## config.mk

```make
export PLATFORM = sky130hd
export DESIGN_NAME = gmii_tx_arbiter_flat
export DESIGN_NICKNAME = d
export VERILOG_FILES = /design/src/rtl/gmii_tx_arbiter_if.sv /design/src/rtl/gmii_tx_arbiter.sv /design/src/flat_wrapper.sv
export SDC_FILE = /design/constraint.sdc
export NUM_CORES = 1
export LEC_CHECK = 0
export BUFFER_PORTS_ARGS = -buffer_cell sky130_fd_sc_hd__buf_2
export CAP_MARGIN = 25
export CELL_PAD_IN_SITES_DETAIL_PLACEMENT = 2
export CELL_PAD_IN_SITES_GLOBAL_PLACEMENT = 2
export CORE_MARGIN = 2
export CORE_UTILIZATION = 32
export CTS_CLUSTER_DIAMETER = 40
export DETAILED_ROUTE_END_ITERATION = 8
export GPL_TIMING_DRIVEN = 0
export PLACE_DENSITY = 0.87
export SYNTH_ARGS = -nofsm -noshare
export SYNTH_HDL_FRONTEND = slang
export SYNTH_SLANG_ARGS = --single-unit
export TNS_END_PERCENT = 100
```

## constraint.sdc

```tcl
create_clock -name gmii_tx_clk -period 3.17 [get_ports gmii_tx_clk]
set_input_delay 0.4755 -clock gmii_tx_clk [delete_from_list [all_inputs] [get_ports gmii_tx_clk]]
set_output_delay 0.4755 -clock gmii_tx_clk [all_outputs]
set_load 0.1 [all_outputs]
```

## src/rtl/gmii_tx_arbiter_if.sv

```systemverilog
// gmii_tx_arbiter_if: bundles the two requester ports and the merged GMII TX bus
//   req0/req1        requester wants the bus
//   grant0/grant1    requester owns the bus (one-hot or zero)
//   tx_en0/tx_en1    requester frame enable
//   txd0/txd1        requester frame data
//   gmii_tx_en/txd   merged, registered stream toward the GMII-to-RGMII converter
//   busy             arbiter is not idle
//   timeout_err      one-cycle pulse when a grant is revoked for never starting
// master = requester/environment side, slave = arbiter side.
interface gmii_tx_arbiter_if;
    logic       req0;
    logic       req1;
    logic       grant0;
    logic       grant1;
    logic       tx_en0;
    logic       tx_en1;
    logic [7:0] txd0;
    logic [7:0] txd1;
    logic       gmii_tx_en;
    logic [7:0] gmii_txd;
    logic       busy;
    logic       timeout_err;

    modport master (
        output req0, req1, tx_en0, tx_en1, txd0, txd1,
        input  grant0, grant1, gmii_tx_en, gmii_txd, busy, timeout_err
    );

    modport slave (
        input  req0, req1, tx_en0, tx_en1, txd0, txd1,
        output grant0, grant1, gmii_tx_en, gmii_txd, busy, timeout_err
    );
endinterface

```

## src/rtl/gmii_tx_arbiter.sv

```systemverilog
// gmii_tx_arbiter: shares one GMII TX bus between two frame sources with an
// enforced inter-frame gap and a start-of-frame timeout.
//   gmii_tx_clk  sole clock, rising edge
//   reset        synchronous, active-high
//   bus          gmii_tx_arbiter_if.slave (requests, grants, frame inputs,
//                merged GMII output, busy, timeout_err)
// Parameters: IFG_CYCLES (>=1) idle cycles after every frame, START_TIMEOUT
// (1..255) cycles a grant may wait for tx_en.
// Macro GMII_TX_ARB_RR_EN: round-robin between simultaneous requests; when
// undefined req0 always wins ties and no last-winner state exists.
module gmii_tx_arbiter #(
    parameter int IFG_CYCLES    = 12,
    parameter int START_TIMEOUT = 255
) (
    input logic              gmii_tx_clk,
    input logic              reset,
    gmii_tx_arbiter_if.slave bus
);
    localparam int IW = $clog2(IFG_CYCLES + 2);

    typedef enum logic [1:0] {IDLE, GRANT, SEND, IFG} state_t;

    state_t        state, state_nxt;
    logic          owner, owner_nxt;
    logic [7:0]    to_cnt, to_cnt_nxt;
    logic [IW-1:0] ifg_cnt, ifg_cnt_nxt;
    logic          tmo, tmo_nxt;
    logic          sel;
    logic          active;
    logic          own_en;
    logic [7:0]    own_d;
    logic          any_req;

    assign any_req = bus.req0 || bus.req1;
    assign active  = (state == GRANT) || (state == SEND);
    assign own_en  = owner ? bus.tx_en1 : bus.tx_en0;
    assign own_d   = owner ? bus.txd1 : bus.txd0;

`ifdef GMII_TX_ARB_RR_EN
    logic last;
    // On a tie the requester that did not win last time is served.
    assign sel = (bus.req0 && bus.req1) ? ~last : bus.req1;
    always_ff @(posedge gmii_tx_clk) begin
        if (reset) last <= 1'b1;
        else if (state == IDLE && any_req) last <= sel;
    end
`else
    assign sel = ~bus.req0;
`endif

    always_ff @(posedge gmii_tx_clk) begin
        if (reset) begin
            state   <= IDLE;
            owner   <= 1'b0;
            to_cnt  <= '0;
            ifg_cnt <= '0;
            tmo     <= 1'b0;
        end else begin
            state   <= state_nxt;
            owner   <= owner_nxt;
            to_cnt  <= to_cnt_nxt;
            ifg_cnt <= ifg_cnt_nxt;
            tmo     <= tmo_nxt;
        end
    end

    always_comb begin
        state_nxt   = state;
        owner_nxt   = owner;
        to_cnt_nxt  = to_cnt;
        ifg_cnt_nxt = ifg_cnt;
        tmo_nxt     = 1'b0;
        case (state)
            IDLE: if (any_req) begin
                state_nxt  = GRANT;
                owner_nxt  = sel;
                to_cnt_nxt = '0;
            end
            // tx_en low here is still waiting for the frame to start.
            GRANT: if (own_en) begin
                state_nxt  = SEND;
                to_cnt_nxt = '0;
            end else if (to_cnt == 8'(START_TIMEOUT - 1)) begin
                state_nxt   = IFG;
                ifg_cnt_nxt = '0;
                tmo_nxt     = 1'b1;
            end else begin
                to_cnt_nxt = to_cnt + 8'd1;
            end
            SEND: if (!own_en) begin
                state_nxt   = IFG;
                ifg_cnt_nxt = '0;
            end
            IFG: if (ifg_cnt == IW'(IFG_CYCLES - 1)) state_nxt = IDLE;
                 else ifg_cnt_nxt = ifg_cnt + 1'b1;
            default: state_nxt = IDLE;
        endcase
    end

    // Only the owner's inputs are copied, so the other requester is isolated.
    always_ff @(posedge gmii_tx_clk) begin
        if (reset) begin
            bus.gmii_tx_en <= 1'b0;
            bus.gmii_txd   <= 8'h00;
        end else begin
            bus.gmii_tx_en <= active && own_en;
            bus.gmii_txd   <= active ? own_d : 8'h00;
        end
    end

    assign bus.grant0      = active && !owner;
    assign bus.grant1      = active && owner;
    assign bus.busy        = state != IDLE;
    assign bus.timeout_err = tmo;
endmodule
```

## src/flat_wrapper.sv

```systemverilog
// flat-port wrapper written by rule: the top's interface ports become plain ports
module gmii_tx_arbiter_flat 
#(
    parameter int IFG_CYCLES    = 12,
    parameter int START_TIMEOUT = 255
)
  (gmii_tx_clk, reset, bus_req0, bus_req1, bus_tx_en0, bus_tx_en1, bus_txd0, bus_txd1, bus_grant0, bus_grant1, bus_gmii_tx_en, bus_gmii_txd, bus_busy, bus_timeout_err);
  gmii_tx_arbiter_if bus_i ();
  input logic gmii_tx_clk;
  input logic reset;
  input wire logic [$bits(bus_i.req0)-1:0] bus_req0;
  input wire logic [$bits(bus_i.req1)-1:0] bus_req1;
  input wire logic [$bits(bus_i.tx_en0)-1:0] bus_tx_en0;
  input wire logic [$bits(bus_i.tx_en1)-1:0] bus_tx_en1;
  input wire logic [$bits(bus_i.txd0)-1:0] bus_txd0;
  input wire logic [$bits(bus_i.txd1)-1:0] bus_txd1;
  output wire logic [$bits(bus_i.grant0)-1:0] bus_grant0;
  output wire logic [$bits(bus_i.grant1)-1:0] bus_grant1;
  output wire logic [$bits(bus_i.gmii_tx_en)-1:0] bus_gmii_tx_en;
  output wire logic [$bits(bus_i.gmii_txd)-1:0] bus_gmii_txd;
  output wire logic [$bits(bus_i.busy)-1:0] bus_busy;
  output wire logic [$bits(bus_i.timeout_err)-1:0] bus_timeout_err;
  assign bus_i.req0 = bus_req0;
  assign bus_i.req1 = bus_req1;
  assign bus_i.tx_en0 = bus_tx_en0;
  assign bus_i.tx_en1 = bus_tx_en1;
  assign bus_i.txd0 = bus_txd0;
  assign bus_i.txd1 = bus_txd1;
  assign bus_grant0 = bus_i.grant0;
  assign bus_grant1 = bus_i.grant1;
  assign bus_gmii_tx_en = bus_i.gmii_tx_en;
  assign bus_gmii_txd = bus_i.gmii_txd;
  assign bus_busy = bus_i.busy;
  assign bus_timeout_err = bus_i.timeout_err;
  gmii_tx_arbiter #(.IFG_CYCLES(IFG_CYCLES), .START_TIMEOUT(START_TIMEOUT)) u_core (.gmii_tx_clk(gmii_tx_clk), .reset(reset), .bus(bus_i));
endmodule
```

Word-level counts from Yosys, hierarchy flattened

Cells that the tools add are included.

Add/sub/neg operators: 2
Eq/ne operators: 13
Multiplexer cells: 18
Bitwise gates (word level): 3
Reduce and logical (&&, ||, !) cells: 16

Operators with widths:

| cell                                                  | count |
|---|---|
| two-way mux 8 bit                                     | 4 |
| two-way mux 4 bit                                     | 4 |
| case mux 8 bit (2 select lines)                       | 1 |
| case mux 4 bit (3 select lines)                       | 1 |
| two-way mux 2 bit                                     | 5 |
| adder 8 x 1 -> 8 bit, second input constant           | 1 |
| equality test 8 bit, second input constant            | 1 |
| inequality test 2 bit, second input constant          | 4 |
| case mux 2 bit (4 select lines)                       | 1 |
| inequality test 3 x 2 -> 1 bit, second input constant | 2 |
| AND reduction 5 bit                                   | 1 |
| adder 4 x 1 -> 4 bit, second input constant           | 1 |
| equality test 2 bit, second input constant            | 2 |
| equality test 4 bit, second input constant            | 1 |
| inequality test 2 x 1 -> 1 bit, second input constant | 2 |
| AND reduction 4 bit                                   | 1 |
| nonzero test 2 bit                                    | 2 |
| logical AND 1 bit                                     | 3 |
| NOT 1 bit                                             | 3 |
| AND reduction 3 bit                                   | 1 |
| nonzero test 3 bit                                    | 1 |
| OR reduction 3 bit                                    | 1 |
| equality test 2 x 1 -> 1 bit, second input constant   | 1 |
| zero test 2 bit                                       | 1 |
| other kinds (5)                                       | 7 |

Flip-flop bits (word level): 25
Bits of input ports: 22
Output and inout port bits: 13
Logic and storage cells: 59

Logic depth before layout (Yosys ltp)

Depth after elaboration: 4
Depth in mapped cells: 7
Gate-level depth less buffers: 6

Worst setup path before layout

Ideal clock, no wire load.

Kind: register to output
From: register u_core.state[0]
To: output bus_grant0
Data arrival time: 2.110 ns
Data required time: 2.694 ns
Path slack: 0.585 ns
Cell stages (with the launch flop): 4
Path buffers: 0
Cells stage by stage: dfxtp_1 > inv_1 > ha_1 > nor2b_1

Cells in the longest elaborated chain, start to end: 3
Elaborated cells on any way between the ends: 4
Classes of those cells: 2 x eq/ne; 2 x reduce/logical

RTL lines:

| what                                                                       | RTL line               | RTL |
|---|---|---|
| start, declared                                                            | gmii_tx_arbiter.sv:23  | `state_t state, state_nxt;` |
| start signal, assigned                                                     | gmii_tx_arbiter.sv:59  | `state <= state_nxt;` |
| equality test 2 x 1 -> 1 bit / equality test 2 bit (equally long branches) | gmii_tx_arbiter.sv:35  | `assign active = (state == GRANT) \|\| (state == SEND);` |
| logical OR 1 bit *                                                         | gmii_tx_arbiter.sv:35  |  |
| logical AND 1 bit *                                                        | gmii_tx_arbiter.sv:111 | `assign bus.grant0 = active && !owner;` |
| end, declared                                                              | flat_wrapper.sv:17     | `output wire logic [$bits(bus_i.grant0)-1:0] bus_grant0;` |

Mark *: on every way between the ends. The rest lies on a longest branch, timed or not.

Worst setup path after layout

From: register u_core.owner
To: output bus_grant1

Cells in the longest elaborated chain, start to end: 1

RTL lines:

| what                   | RTL line               | RTL |
|---|---|---|
| start, declared        | gmii_tx_arbiter.sv:24  | `logic owner, owner_nxt;` |
| start signal, assigned | gmii_tx_arbiter.sv:60  | `owner <= owner_nxt;` |
| logical AND 1 bit      | gmii_tx_arbiter.sv:112 | `assign bus.grant1 = active && owner;` |
| end, declared          | flat_wrapper.sv:18     | `output wire logic [$bits(bus_i.grant1)-1:0] bus_grant1;` |

Every way passes these cells.

==> impl_metrics.py <==
metrics = {
    "synthesis": {
        "netlist-cell-type-count": 41,
        "synth_area_leader_cell": "sky130_fd_sc_hd__dfxtp_1",
        "syn-num-nets": 176,
        "mappedNetlistArea_um2": 1308,
        "synth_warnings": 0,
        "synth-seq-area-share_pct": 38.28,
        "synthesis.area_per_instance_um2": 8.895,
        "synth_top_area_share_pct": 38.28,
        "postSynthRegisterBits": 25,
        "synth.top_cells.by_area": "sky130_fd_sc_hd__dfxtp_1 38%, sky130_fd_sc_hd__mux2i_1 7.7%, sky130_fd_sc_hd__ha_1 6.7%",
        "synthesized_instance_count": 147,
    },
    "detailed_routing": {
        "postRouteAntennaNets": 0,
        "met2_routed_wl_mm": 2.007,
        "highest_layer": "met4",
        "route.detailed.vias_per_inst": 5.294,
        "detail_route.wirelength.met1_mm": 1.540,
        "initial_detailed_routing_violation_count": 22,
        "routed-wl-met3_um": 157,
        "finalWirelength_mm": 3.776,
        "drt_pre_antenna_iters": 4,
        "vias": 1244,
        "remaining_drc_errors": 0,
        "drt-wirelength-per-cell_um": 16.07,
    },
    "sta": {
        "finalSetupTns_ns": 0,
        "finalMaxSlewViolations": 0,
        "finalSetupViolations": 0,
        "finalCritPeriodShare_pct": 74.02,
        "timing_hold_violations_final": 0,
        "worst_margin_slew_ns": 0.6134,
        "timing.fmax_mhz": 426.2,
        "slew_headroom_pct": 58.83,
        "fin_crit_ns": 2.347,
        "rsz0062_at_grt": "no",
        "clock-skew-final_ns": 0.004397,
    },
    "setup_path": {
        "crit_arrival_ns": 1.87,
        "critPathCaptureType": "output port",
        "timing.reg2reg.setup_slack_ns": 1.10,
        "worst_path_largest_cell_delay_ns": 0.50,
        "timing.critical_path.cells": "buf_1, and2_1, buf_2",
        "crit_path_max_fanout": 10,
        "critical_path.startpoint_type": "flop",
        "setup.worst_path.class": "reg2out",
        "cp_slowest_cell": "sky130_fd_sc_hd__buf_1",
        "timing.critical_path.buf_inv": 2,
        "cp_top_family": "buffers and inverters",
        "worst_path_required_time_ns": 2.69,
    },
    "global_routing": {
        "grt_pass1_wl_mm": 6.320,
        "globalRouteTotalUtil_pct": 18.46,
        "grt_remaining_overflow": 0,
        "largest_net_degree_at_the_start_of_global_routing": 14,
        "grt_pass1_vias": 1371,
        "antenna_found_initial": 0,
    },
    "final_layout": {
        "layout.cells.most_common_list": "35 x sky130_fd_sc_hd__buf_2, 25 x sky130_fd_sc_hd__dfxtp_1, 13 x sky130_fd_sc_hd__nor2_1",
        "leading_cell_type_in_the_layout_fill_and_taps_excluded": "sky130_fd_sc_hd__buf_2",
        "antennaDiodeCount": 0,
        "layout-area-overhead-vs-synth_pct": 21.24,
        "final_area_um2": 1585,
        "num-nets-final": 215,
        "post_route_cells_drive_above_1_share_pct": 24.32,
    },
    "floorplanning": {
        "die_width_um": 67.92,
        "core_um2": 3971,
        "die-area_um2": 4613,
        "placement_rows": 23,
        "io-pin-count": 35,
        "die_height_um": 67.92,
        "starting_utilization_of_the_core_area_pct": 32.92,
    },
    "placement": {
        "numPortBuffers": 34,
        "gp_routability_congestion": 0.7992,
        "dpl_cell_area_um2": 1540,
        "place_hpwl_mm": 2.986,
    },
    "clock_network": {
        "ctsHoldBuffers": 0,
        "postCtsSetupBuffers": 0,
        "ctsLongestPathBuffers": 2,
        "clock_sinks": 25,
        "insertion_delay_ns": 0.28,
        "post_cts.resized_instances": 0,
        "root_buffer": "sky130_fd_sc_hd__clkbuf_8",
        "cts_inserted_buffers": 3,
        "clock_tree.htree_level_count": 1,
        "tritoncts": "built",
        "path_clk_slew_ns": 0.09,
    },
    "hold_path": {
        "hold_path.class": "in2reg",
    },
    "flow_run": {
        "max-cap-violations": 0,
    },
    "power": {
        "p_seq_share_pct": 27.2,
        "total_leakage_power_nw": 0.6147,
        "power-per-cell-area_nw_per_um2": 921.6,
        "worst_ir_drop_vdd_uv": 754.3,
        "power_report.internal_total_uw": 656.8,
        "psw_uw": 804.3,
        "share_clk_of_total_power_pct": 13.6,
        "comb_power_share_pct": 59.1,
        "sw_frac_of_total_pct": 55.05,
    },
    "outcome": {
        "run_status": "finished clean",
    },
}
[stage by stage]
| step | setup WS [ns] | instances | hold slack, ns | total power, mW | util, % |
|---|---|---|---|---|---|
| after floorplan | 0.5847 | 147 | 0.4691 | 1.104 | - |
| after global placement | 1.182 | 231 | 0.4823 | 1.236 | 38.78 |
| after detailed placement | 1.078 | 231 | 0.4958 | 1.279 | 38.78 |
| after CTS | 0.8043 | 235 | 0.4026 | 1.482 | 39.92 |
| after global routing | 0.6715 | 235 | 0.4078 | 1.553 | 39.92 |
| final | 0.8235 | 235 | 0.4063 | 1.461 | 39.92 |
[Yosys cell counts (all sizes together)]
cell type,n
nand3,6
nand4,3
or3,6
or2,1
o32ai,3
nor4,2
a211oi,2
or4,2
nand2,5
a21boi,1
o2111ai,1
dfxtp,25
clkbuf,3
nor3,2
o211ai,3
nor2,13
and4,2
a31oi,3
nand2b,5
a21oi,7
or3b,1
o22ai,1
nor3b,1
mux2i,10
and3,2
mux2,1
and2,1
a221oi,1
nand3b,1
nor2b,2
inv,11
a2111oi,1
a2bb2oi,2
o22a,1
buf,2
o21ai,7
ha,7
[area by class of cell]
class	instances	area, um2
Tap cell	50	62.56
Inverter	11	41.29
Timing Repair Buffer	34	170.2
Fill cell	459	2386
Buffer	5	20.02
Sequential cell	25	500.5
Multi-Input combinational cell	106	745.7
Clock buffer	4	45.04
[layer usage]
layer  track usage [%]  vias to the layer above
met1             19.06                      597
met3             3.618                        6
met4             8.250                        0
li1                  -                      612
met5                 0                        -
met2             35.44                       29
[power groups by stage]
| stage | clock network, mW | logic, mW | registers [mW] |
|---|---|---|---|
| 2_1_floorplan | 0 | 0.492 | 0.613 |
| 3_3_place_gp | 0 | 0.837 | 0.399 |
| 3_5_place_dp | 0 | 0.874 | 0.405 |
| 4_1_cts | 0.207 | 0.876 | 0.399 |
| 5_1_grt | 0.219 | 0.931 | 0.404 |
| 6_report | 0.199 | 0.864 | 0.398 |
[worst paths after layout]
| check | start | endpoint | depth (start not counted) |
|---|---|---|---|
| max | u_core.owner | bus_grant1 | 3 |
| min | bus_req0 | u_core.owner | 2 |
| max reg2reg | u_core.state[0] | u_core.to_cnt[0] | 7 |
| min reg2reg | u_core.ifg_cnt[1] | u_core.ifg_cnt[1] | 2 |
[flip-flops by register name, summed over array words and instances (netlist names)]
register,cells
u_core.bus.gmii_txd,8
u_core.to_cnt,8
u_core.ifg_cnt,4
u_core.state,2
u_core.bus.gmii_tx_en,1
u_core.bus.timeout_err,1
u_core.owner,1
[worst register-to-register path: stages (launching register included)]
cell and delay (ns):
sky130_fd_sc_hd__dfxtp_1 0.35, sky130_fd_sc_hd__inv_1 0.12, sky130_fd_sc_hd__ha_1 0.17, sky130_fd_sc_hd__buf_2 0.19, sky130_fd_sc_hd__or3b_2 0.47, sky130_fd_sc_hd__o21ai_1 0.35, sky130_fd_sc_hd__o21ai_0 0.19, sky130_fd_sc_hd__a21oi_1 0.14
[cell families (layout without fill, tap and decap cells)]
group,after synthesis,after routing,share of synthesized area [%]
simple gates,55,55,23.54
flops,25,25,38.28
fa+ha+maj,7,7,6.698
compound gates,33,33,17.99
mux,11,11,8.804
buf+inv,16,54,4.688
Note: power is estimated with default switching activity, not from simulation.
